--- src/rtl/cram_stream_pkg.sv ---
// Shared defaults, FSM encoding and read-credit helper for the CRAM read streamer.
package cram_stream_pkg;

  localparam int DWIDTH_DEF = 40;
  localparam int AWIDTH_DEF = 9;

  typedef enum logic [1:0] {
    ST_IDLE  = 2'd0,
    ST_RUN   = 2'd1,
    ST_DRAIN = 2'd2,
    ST_FIN   = 2'd3
  } state_e;

  // A read may issue only if every word it could produce still has a FIFO slot.
  function automatic logic read_credit_ok(input logic [1:0] occupancy,
                                          input logic       in_flight,
                                          input logic       pop);
    logic [2:0] pending;
    pending = {1'b0, occupancy} + {2'b00, in_flight} - {2'b00, pop};
    return (pending < 3'd2);
  endfunction

endpackage

--- src/rtl/cram_rd_skid_fifo.sv ---
// Two-entry circular skid buffer; the head entry is presented combinationally.
module cram_rd_skid_fifo
  import cram_stream_pkg::*;
#(
  parameter int DWIDTH = DWIDTH_DEF
) (
  input  logic              clk,
  input  logic              reset,
  input  logic              push,
  input  logic [DWIDTH-1:0] push_data,
  input  logic              pop,
  output logic [DWIDTH-1:0] head,
  output logic              empty,
  output logic [1:0]        count
);

  logic [DWIDTH-1:0] mem_q [2];
  logic [DWIDTH-1:0] mem_d [2];
  logic              rd_ptr_q, rd_ptr_d;
  logic              wr_ptr_q, wr_ptr_d;
  logic [1:0]        count_q, count_d;
  logic              do_push, do_pop;

  always_comb begin
    // NOTE: every variable gets a default first so no path leaves it unassigned (no latches).
    mem_d    = mem_q;
    rd_ptr_d = rd_ptr_q;
    wr_ptr_d = wr_ptr_q;
    do_pop   = pop && (count_q != 2'd0);
    do_push  = push && ((count_q != 2'd2) || do_pop);
    if (do_push) begin
      mem_d[wr_ptr_q] = push_data;
      wr_ptr_d        = ~wr_ptr_q;
    end
    if (do_pop) begin
      rd_ptr_d = ~rd_ptr_q;
    end
    count_d = count_q + {1'b0, do_push} - {1'b0, do_pop};
  end

  // NOTE: sequential state uses non-blocking assignments so all flops update together.
  always_ff @(posedge clk) begin
    if (reset) begin
      // NOTE: only two entries, so storage is cleared too; this keeps data_out at 0 after reset.
      mem_q[0] <= '0;
      mem_q[1] <= '0;
      rd_ptr_q <= 1'b0;
      wr_ptr_q <= 1'b0;
      count_q  <= 2'd0;
    end else begin
      mem_q[0] <= mem_d[0];
      mem_q[1] <= mem_d[1];
      rd_ptr_q <= rd_ptr_d;
      wr_ptr_q <= wr_ptr_d;
      count_q  <= count_d;
    end
  end

  always_comb begin
    head  = mem_q[rd_ptr_q];
    empty = (count_q == 2'd0);
    count = count_q;
  end

endmodule

--- src/rtl/cram_read_streamer.sv ---
// Streams a contiguous CRAM region through a 2-entry skid FIFO to the swizzle stage.
// Defining CRAM_RD_PARITY_EN adds ram_rparity / parity_err read-parity checking.
module cram_read_streamer
  import cram_stream_pkg::*;
#(
  parameter int DWIDTH = DWIDTH_DEF,
  parameter int AWIDTH = AWIDTH_DEF
) (
  input  logic              clk,
  input  logic              reset,
  input  logic              start,
  input  logic [AWIDTH-1:0] start_addr,
  input  logic [AWIDTH:0]   num_words,
  output logic              ram_re,
  output logic [AWIDTH-1:0] ram_addr,
  input  logic [DWIDTH-1:0] ram_rdata,
`ifdef CRAM_RD_PARITY_EN
  input  logic              ram_rparity,
  output logic              parity_err,
`endif
  input  logic              stall,
  output logic [DWIDTH-1:0] data_out,
  output logic              data_valid,
  output logic              data_last,
  output logic              busy,
  output logic              done
);

  localparam logic [AWIDTH:0] CNT_ONE = (AWIDTH + 1)'(1);

  state_e              state_q, state_d;
  logic [AWIDTH-1:0]   addr_q, addr_d;
  logic [AWIDTH:0]     rd_left_q, rd_left_d;
  logic [AWIDTH:0]     words_left_q, words_left_d;
  logic                inflight_q, inflight_d;

  logic                start_ok, issue, pop;
  logic [DWIDTH-1:0]   fifo_head;
  logic                fifo_empty;
  logic [1:0]          fifo_count;

  // Handshake terms; reset gates them so a mid-transfer reset stops traffic in its own cycle.
  always_comb begin
    start_ok = start && (state_q == ST_IDLE) && !reset;
    pop      = !fifo_empty && !stall && !reset;
    issue    = (state_q == ST_RUN) && !reset &&
               read_credit_ok(fifo_count, inflight_q, pop);
  end

  always_ff @(posedge clk) begin
    if (reset) state_q <= ST_IDLE;
    else       state_q <= state_d;
  end

  always_comb begin
    state_d = state_q;
    case (state_q)
      ST_IDLE:  if (start_ok) state_d = (num_words != '0) ? ST_RUN : ST_FIN;
      ST_RUN:   if (issue && (rd_left_q == CNT_ONE)) state_d = ST_DRAIN;
      ST_DRAIN: if (pop && (words_left_q == CNT_ONE)) state_d = ST_FIN;
      ST_FIN:   state_d = ST_IDLE;
      default:  state_d = ST_IDLE;
    endcase
  end

  always_comb begin
    ram_re     = issue;
    ram_addr   = addr_q;
    data_out   = fifo_head;
    data_valid = pop;
    data_last  = pop && (words_left_q == CNT_ONE);
    busy       = (state_q != ST_IDLE) && !reset;
    done       = (state_q == ST_FIN) && !reset;
  end

  // Read address / count tracking; the emit counter drives data_last and DRAIN exit.
  always_comb begin
    addr_d       = addr_q;
    rd_left_d    = rd_left_q;
    words_left_d = words_left_q;
    inflight_d   = issue;
    if (start_ok) begin
      addr_d       = start_addr;
      rd_left_d    = num_words;
      words_left_d = num_words;
    end else begin
      if (issue) begin
        addr_d    = addr_q + AWIDTH'(1);
        rd_left_d = rd_left_q - CNT_ONE;
      end
      if (pop) begin
        words_left_d = words_left_q - CNT_ONE;
      end
    end
  end

  always_ff @(posedge clk) begin
    if (reset) begin
      addr_q       <= '0;
      rd_left_q    <= '0;
      words_left_q <= '0;
      inflight_q   <= 1'b0;
    end else begin
      addr_q       <= addr_d;
      rd_left_q    <= rd_left_d;
      words_left_q <= words_left_d;
      inflight_q   <= inflight_d;
    end
  end

  cram_rd_skid_fifo #(
    .DWIDTH (DWIDTH)
  ) u_skid_fifo (
    .clk       (clk),
    .reset     (reset),
    .push      (inflight_q),
    .push_data (ram_rdata),
    .pop       (pop),
    .head      (fifo_head),
    .empty     (fifo_empty),
    .count     (fifo_count)
  );

`ifdef CRAM_RD_PARITY_EN
  logic parity_err_q, parity_err_d;

  always_comb begin
    parity_err_d = parity_err_q;
    if (start_ok) begin
      parity_err_d = 1'b0;
    end else if (inflight_q && ((^ram_rdata) != ram_rparity)) begin
      parity_err_d = 1'b1;
    end
  end

  always_ff @(posedge clk) begin
    if (reset) parity_err_q <= 1'b0;
    else       parity_err_q <= parity_err_d;
  end

  always_comb parity_err = parity_err_q;
`endif

endmodule

--- config.mk ---
export PLATFORM = sky130hd
export DESIGN_NAME = cram_read_streamer
export DESIGN_NICKNAME = d
export VERILOG_FILES = /design/src/rtl/cram_stream_pkg.sv /design/src/rtl/cram_rd_skid_fifo.sv /design/src/rtl/cram_read_streamer.sv
export SDC_FILE = /design/constraint.sdc
export NUM_CORES = 1
export LEC_CHECK = 0
export CORE_MARGIN = 4
export CORE_UTILIZATION = 50
export DETAILED_ROUTE_END_ITERATION = 10
export GPL_TIMING_DRIVEN = 0
export PLACE_DENSITY = 0.8
export SLEW_MARGIN = 20
export SYNTH_ARGS = -nofsm -noshare
export SYNTH_HDL_FRONTEND = slang
export SYNTH_SLANG_ARGS = --single-unit
--- constraint.sdc ---
create_clock -name clk -period 3.1 [get_ports clk]
set_input_delay 0.31 -clock clk [delete_from_list [all_inputs] [get_ports clk]]
set_output_delay 0.31 -clock clk [all_outputs]
set_load 0.01 [all_outputs]
Word level (Yosys, flattened, before mapping)
Cells that the tools add are included.
- add/sub/neg operators: 7
- order comparisons: 4
- equal/unequal tests: 9
- muxes and demuxes: 17
- bitwise gates (word level): 4
- reductions and logical operators: 25
- operator list (cell ; number):
    $mux W40 ; 4
    $bwmux W80 ; 1
    $demux W40 S1 ; 1
    $mux W10 ; 4
    $eq A10 B1 Y1 const B ; 2
    $sub A10 B1 Y10 const B ; 2
    $mux W9 ; 2
    $logic_and A1 B1 Y1 ; 13
    $reduce_bool A10 Y1 ; 1
    $add A9 B1 Y9 const B ; 1
    $mux W2 ; 4
    $pmux W2 S4 ; 1
    $reduce_bool A2 Y1 ; 4
    $ne A2 B2 Y1 const B ; 3
    $eq A2 B2 Y1 const B ; 2
    $ge A2 B2 Y1 const B ; 2
    $logic_not A2 Y1 ; 2
    $not A1 Y2 ; 2
    $add A2 B1 Y3 ; 1
    $logic_not A1 Y1 ; 3
    $lt A3 B2 Y1 const B ; 1
    $reduce_and A3 Y1 ; 1
    $sub A3 B1 Y3 ; 1
    $add A2 B1 Y2 ; 1
    6 further kinds ; 7
- register bits after elaboration: 116
- input bits: 63
- output and inout port bits: 54
- logic and storage cells: 76

Depth between registers and ports, before layout
- word-level depth: 10
- depth in mapped cells: 11

Cells and area by module
A second synthesis with hierarchy kept.
- cells, all modules: 633
- area, all modules: 5755.5 um^2
- by module, submodules not included (module ; times used ; cells an instance ; area an instance (um^2) ; sequential area each (um^2)):
    cram_rd_skid_fifo ; 1 ; 421 ; 3983.8 ; 1681.6
    cram_read_streamer ; 1 ; 212 ; 1771.7 ; 640.6

Least setup slack after synthesis
OpenSTA, ideal clock, no wires.
- kind: reg-to-reg
- start point: reg u_skid_fifo.count_q[1], in the netlist u_skid_fifo.count[1]
- end point: reg rd_left_q[5]
- arrival time: 3.051 ns
- required time: 3.030 ns
- path slack: -0.021 ns
- stages on the path, launching flop included: 12
- clock period less this slack: 3.121 ns
- cell sequence: dfxtp_1 > inv_1 > a21boi_0 > ha_1 > nand2b_1 > fa_1 > nand3b_1 > nor2_1 > clkbuf_1 > nand4b_1 > xor2_1 > a21oi_1
- cells in the longest elaborated chain, start to end: 8
- elaborated cells on any way between the ends: 9
- classes of those cells: add/sub (2); order compare (1); reduce/logical (6)
- ends and longest elaborated chain (element ; line ; RTL):
    start, declared ; cram_rd_skid_fifo.sv:21 ; logic [1:0] count_q, count_d;
    start signal, assigned ; cram_rd_skid_fifo.sv:55 ; count_q <= count_d;
    $logic_not A2 Y1 ; cram_rd_skid_fifo.sv:61 ; empty = (count_q == 2'd0);
    $logic_not A1 Y1 ; cram_read_streamer.sv:45 ; pop = !fifo_empty && !stall && !reset;
    $logic_and A1 B1 Y1 (2 in series) ; cram_read_streamer.sv:45 ;
    named net data_valid ; cram_read_streamer.sv:23 ; output logic data_valid,
    $sub A3 B1 Y3 ; cram_stream_pkg.sv:19 ; pending = {1'b0, occupancy} + {2'b00, in_flight} - {2'b00, pop};
    $lt A3 B2 Y1 ; cram_stream_pkg.sv:20 ; return (pending < 3'd2);
    $logic_and A1 B1 Y1 ; cram_read_streamer.sv:46 ; issue = (state_q == ST_RUN) && !reset &&
    named net ram_re ; cram_read_streamer.sv:14 ; output logic ram_re,
    $reduce_bool A2 Y1 (no line) ; n/a ;
    end signal, assigned ; cram_read_streamer.sv:105 ; rd_left_q <= rd_left_d;
    end, declared ; cram_read_streamer.sv:33 ; logic [AWIDTH:0] rd_left_q, rd_left_d;
The timed path passes the listed nets, and every way through them passes these cells.
A chain may end at the register's enable or synchronous reset.

Worst setup path after layout
- start point: in stall
- end point: out ram_re
- cells in the longest elaborated chain, start to end: 6
- ends and longest elaborated chain (element ; line ; RTL):
    start, declared ; cram_read_streamer.sv:21 ; input logic stall,
    $logic_not A1 Y1 ; cram_read_streamer.sv:45 ;
    $logic_and A1 B1 Y1 (2 in series) ; cram_read_streamer.sv:45 ;
    $sub A3 B1 Y3 ; cram_stream_pkg.sv:19 ;
    $lt A3 B2 Y1 ; cram_stream_pkg.sv:20 ;
    $logic_and A1 B1 Y1 ; cram_read_streamer.sv:46 ;
    end, declared ; cram_read_streamer.sv:14 ;
No other way between the ends.

==> out/qor.txt <==
arithmetic-cell share of the synthesized area counting full adders, half adders and majority gates = 3.288%
violated checks = setup timing
proportion of synthesized chip area in sequential cells = 44.87%
EDFF count, synth = 0
kind of critical path = in2out
min cycle time layout = 3132 ps
gate family responsible for the most delay along the worst path = buffers and inverters
final-report setup violation count = 1
number of instances in the synthesized netlist = 621
Die ar. = 12040 sq um
worst reg2reg path depth = 11
launch point of the worst hold path = ram_rdata[4]
number of failing hold endpoints at the final stage = 0
maximum clock skew at final layout = 5.789 ps
ports placed on the boundary = 117
worst reg2reg startpoint = u_skid_fifo.count[0]$_SDFF_PP0_
total via count in the routed design = 4982
proportion of synthesized flip-flops having asynchronous set or reset = 0%
Leakage = 2.561 nW
Bufs and invs on worst path = 3
status = complete, but fails checks
htree depth = 4
DRC violation total after the first TritonRoute iteration = 286
clock root buffer master = clkbuf_8
post-synthesis share of cell area spent on and, or, nand and nor gates = 19.27%
Hold Buf Count CTS = 0
total of max-cap violations = 0
data arrival time at the worst-slack endpoint = 2820 ps
ratio of routed vias to standard cells = 5.475
top-area cell type share of the netlist area = 44.87%
drt wl/cell = 16.50 um
register-to-register path setup slack = 190 ps
drc violations = 0
die span in x = 109.7 um
number of iterations in the first detailed-routing pass = 5
Area contributors post-synth = dfxtp_1 (45%), nand2_1 (13%), a21oi_1 (9.8%), mux2_2 (8.7%), ha_1 (2.9%)
remaining global-route overflow = 0
number of nets with antenna violations after routing = 0
wire length of the first global-routing pass = 23.63 mm
post-route setup slack = -31.53 ps
top cells by count, synth = nand2_1 (173), dfxtp_1 (116), a21oi_1 (101)
initial antenna violation count = 1
Min-Delay Path Class = in2reg
clock latency on the worst-skew pair = 520 ps
area of the core region = 9910 sq um
Slew Limit Fails = 0
largest voltage drop on the vdd net = 554.5 uV
largest net degree at the start of global routing = 17
total clock sinks = 116
area grow syn2layout = 39.26%
synthesized-area fraction occupied by ao, oa, aoi and oai cells = 14.60%
fraction of layout instances using a drive strength above 1 = 12.37%
clock-pin slew on the worst setup and hold paths = 60 ps
Slew @ Worst Pin = 633.9 ps
logic depth of the worst setup path including buffers = 10
largest family of logic cells by synthesized area = simple AND/OR/NAND/NOR gates
end-of-flow core utilization = 72.73%
crit path cell chain = clkdlybuf4s50_1 > nor2_2 > a21boi_2 > ha_1 > nand2b_4 > fa_1 > nand3b_1 > nor2_4 > clkbuf_8 > clkdlybuf4s15_2
highest clock rate = 319.3 MHz
Worst path max stage delay = 560 ps
cell depth of the worst hold path = 3
ratio of final minimum period to clock period = 101.0%
final weighted congestion of routability-driven global placement = 0.8797
dominant synthesized flop cell = dfxtp_1
Slowest cell on crit path = fa_1
destination of the worst register-to-register timing path = ram_addr[7]$_SDFFE_PP0P_
nature of the critical path startpoint = input port
critical-path maximum fanout = 3
Post-Synthesis Cell Area = 5175 sq um
Final HPWL DP = 10.13 mm
count of state elements after synthesis = 116
required time worst endpoint = 2790 ps
global-route usage over all layers = 25.30%
die boundary height = 109.7 um
deepest clock path buffer count = 2
power density of the placed cells = 775.0 nW/um^2
worst-case hold path end point = u_skid_fifo.mem_q[44]$_SDFFE_PP0P_
Routed WL = 15.02 mm
number of core rows = 36
post-synth top area cell = dfxtp_1
Avg Synthesized Cell Area = 8.333 sq um
TritonCTS clock tree = yes
Yosys warning total = 0
Initial Utilization = 52.22%
Yosys cell types = 38
number of global-route vias before repair = 4999
endpoint kind of the worst setup timing path = output pin
Hold WS = 376.1 ps
port buffer count = 116
post-synthesis xor/xnor area fraction = 5.077%
worst relative slew slack = 57.74%
post-synthesis mux area share = 8.897%
most frequent cell after synthesis = nand2_1
clock buffers created by TritonCTS = 17
total number of nets in the final design = 840
Syn Nets = 697
[worst max path at each step]
stage                                    start                         to  slack (ps)
2_1_floorplan  u_skid_fifo.count[1]$_SDFF_PP0_  rd_left_q[5]$_SDFFE_PP0P_         110
3_3_place_gp                             reset                     ram_re       -1030
3_5_place_dp                             reset                     ram_re        -990
4_1_cts        u_skid_fifo.count[1]$_SDFF_PP0_                     ram_re          60
5_1_grt                                  stall                     ram_re        -110
6_report                                 stall                     ram_re         -30
[layer usage]
metal	wire (um)	up-vias	track usage, %
li1	-	2374	-
met1	5808	2367	28.45
met2	7712	207	44.64
met3	1177	34	6.929
met4	320	0	11.04
met5	0	-	0
[worst reg2reg max path, cell delays in order (launching register included)]
cell and delay, ps:
dfxtp_2 350, inv_2 70, a21boi_2 180, ha_1 250, nand2b_4 140, fa_1 560, nand3b_1 170, buf_4 220
nor4_4 290, nand4_1 140, xor2_1 160, a211oi_1 270
[layout make-up]
| class | instances | area [sq um] |
|---|---|---|
| fill | 759 | 2703 |
| multi-input combinational | 450 | 2701 |
| sequential | 116 | 2327 |
| timing repair buffer | 124 | 1225 |
| clock buffer | 17 | 414.1 |
| buffer | 42 | 167.7 |
| tap | 133 | 166.4 |
| clock inverter | 14 | 153.9 |
| inverter | 13 | 48.80 |
| antenna | 1 | 2.502 |
[report_power, final]
group	internal, W	total, W	switching [W]	leakage, nW
registers	0.00172	0.00191	0.000188	0.944
logic	0.000843	0.00181	0.000967	1.35
clock network	0.00115	0.00186	0.000715	0.271
total	0.00371	0.00559	0.00187	2.56
[registers in the layout, summed over array words and instances (netlist names)]
name and flops:
u_skid_fifo.rd_ptr_q 1, inflight_q 1, u_skid_fifo.wr_ptr_q 1, state_q 2
u_skid_fifo.mem_q 80, u_skid_fifo.count 2, ram_addr 9, words_left_q 10
rd_left_q 10
[cell usage in the layout (no fill, tap or decap), drive strengths merged, types with 3 or more instances in the layout]
master and count:
buf 12, a21oi 101, nand3 5, o21bai 9, nand2 173, nand4 4, clkbuf 55, ha 12
xnor2 13, nor4 4, xor2 17, dfxtp 116, mux2 40, inv 17, o211ai 3, nor2 24
or4 3, a211oi 10, clkdlybuf4s50 114, nand2b 4, nor4b 5, nor2b 3, clkinv 5, clkinvlp 3
[repair_timing]
action                                  CTS  global route
setup buffers                             5             3
gates resized for setup                  13             8
endpoints found under the setup margin   16             4
pin swaps                                 3             3
[kinds of logic after synthesis]
| family | count (synthesis) |
|---|---|
| mux | 41 |
| fa+ha+maj | 13 |
| buf+inv | 55 |
| simple gates | 234 |
| xor+xnor | 30 |
| flops | 116 |
| compound gates | 132 |
[per-stage QoR]
stage	worst slack, ps	area, sq um	setup TNS, ps	power [W]	cells
floorplan	113.7	5176	0	0.002958	621
global placement	-1034	6504	-10480	0.003534	870
detailed placement	-989.5	6504	-10370	0.003585	870
CTS	55.66	7153	0	0.005537	906
global route	-105.1	7204	-136.9	0.005865	909
finish	-31.53	7207	-31.53	0.005585	910
No activity file was read; power rests on OpenSTA's default activity.
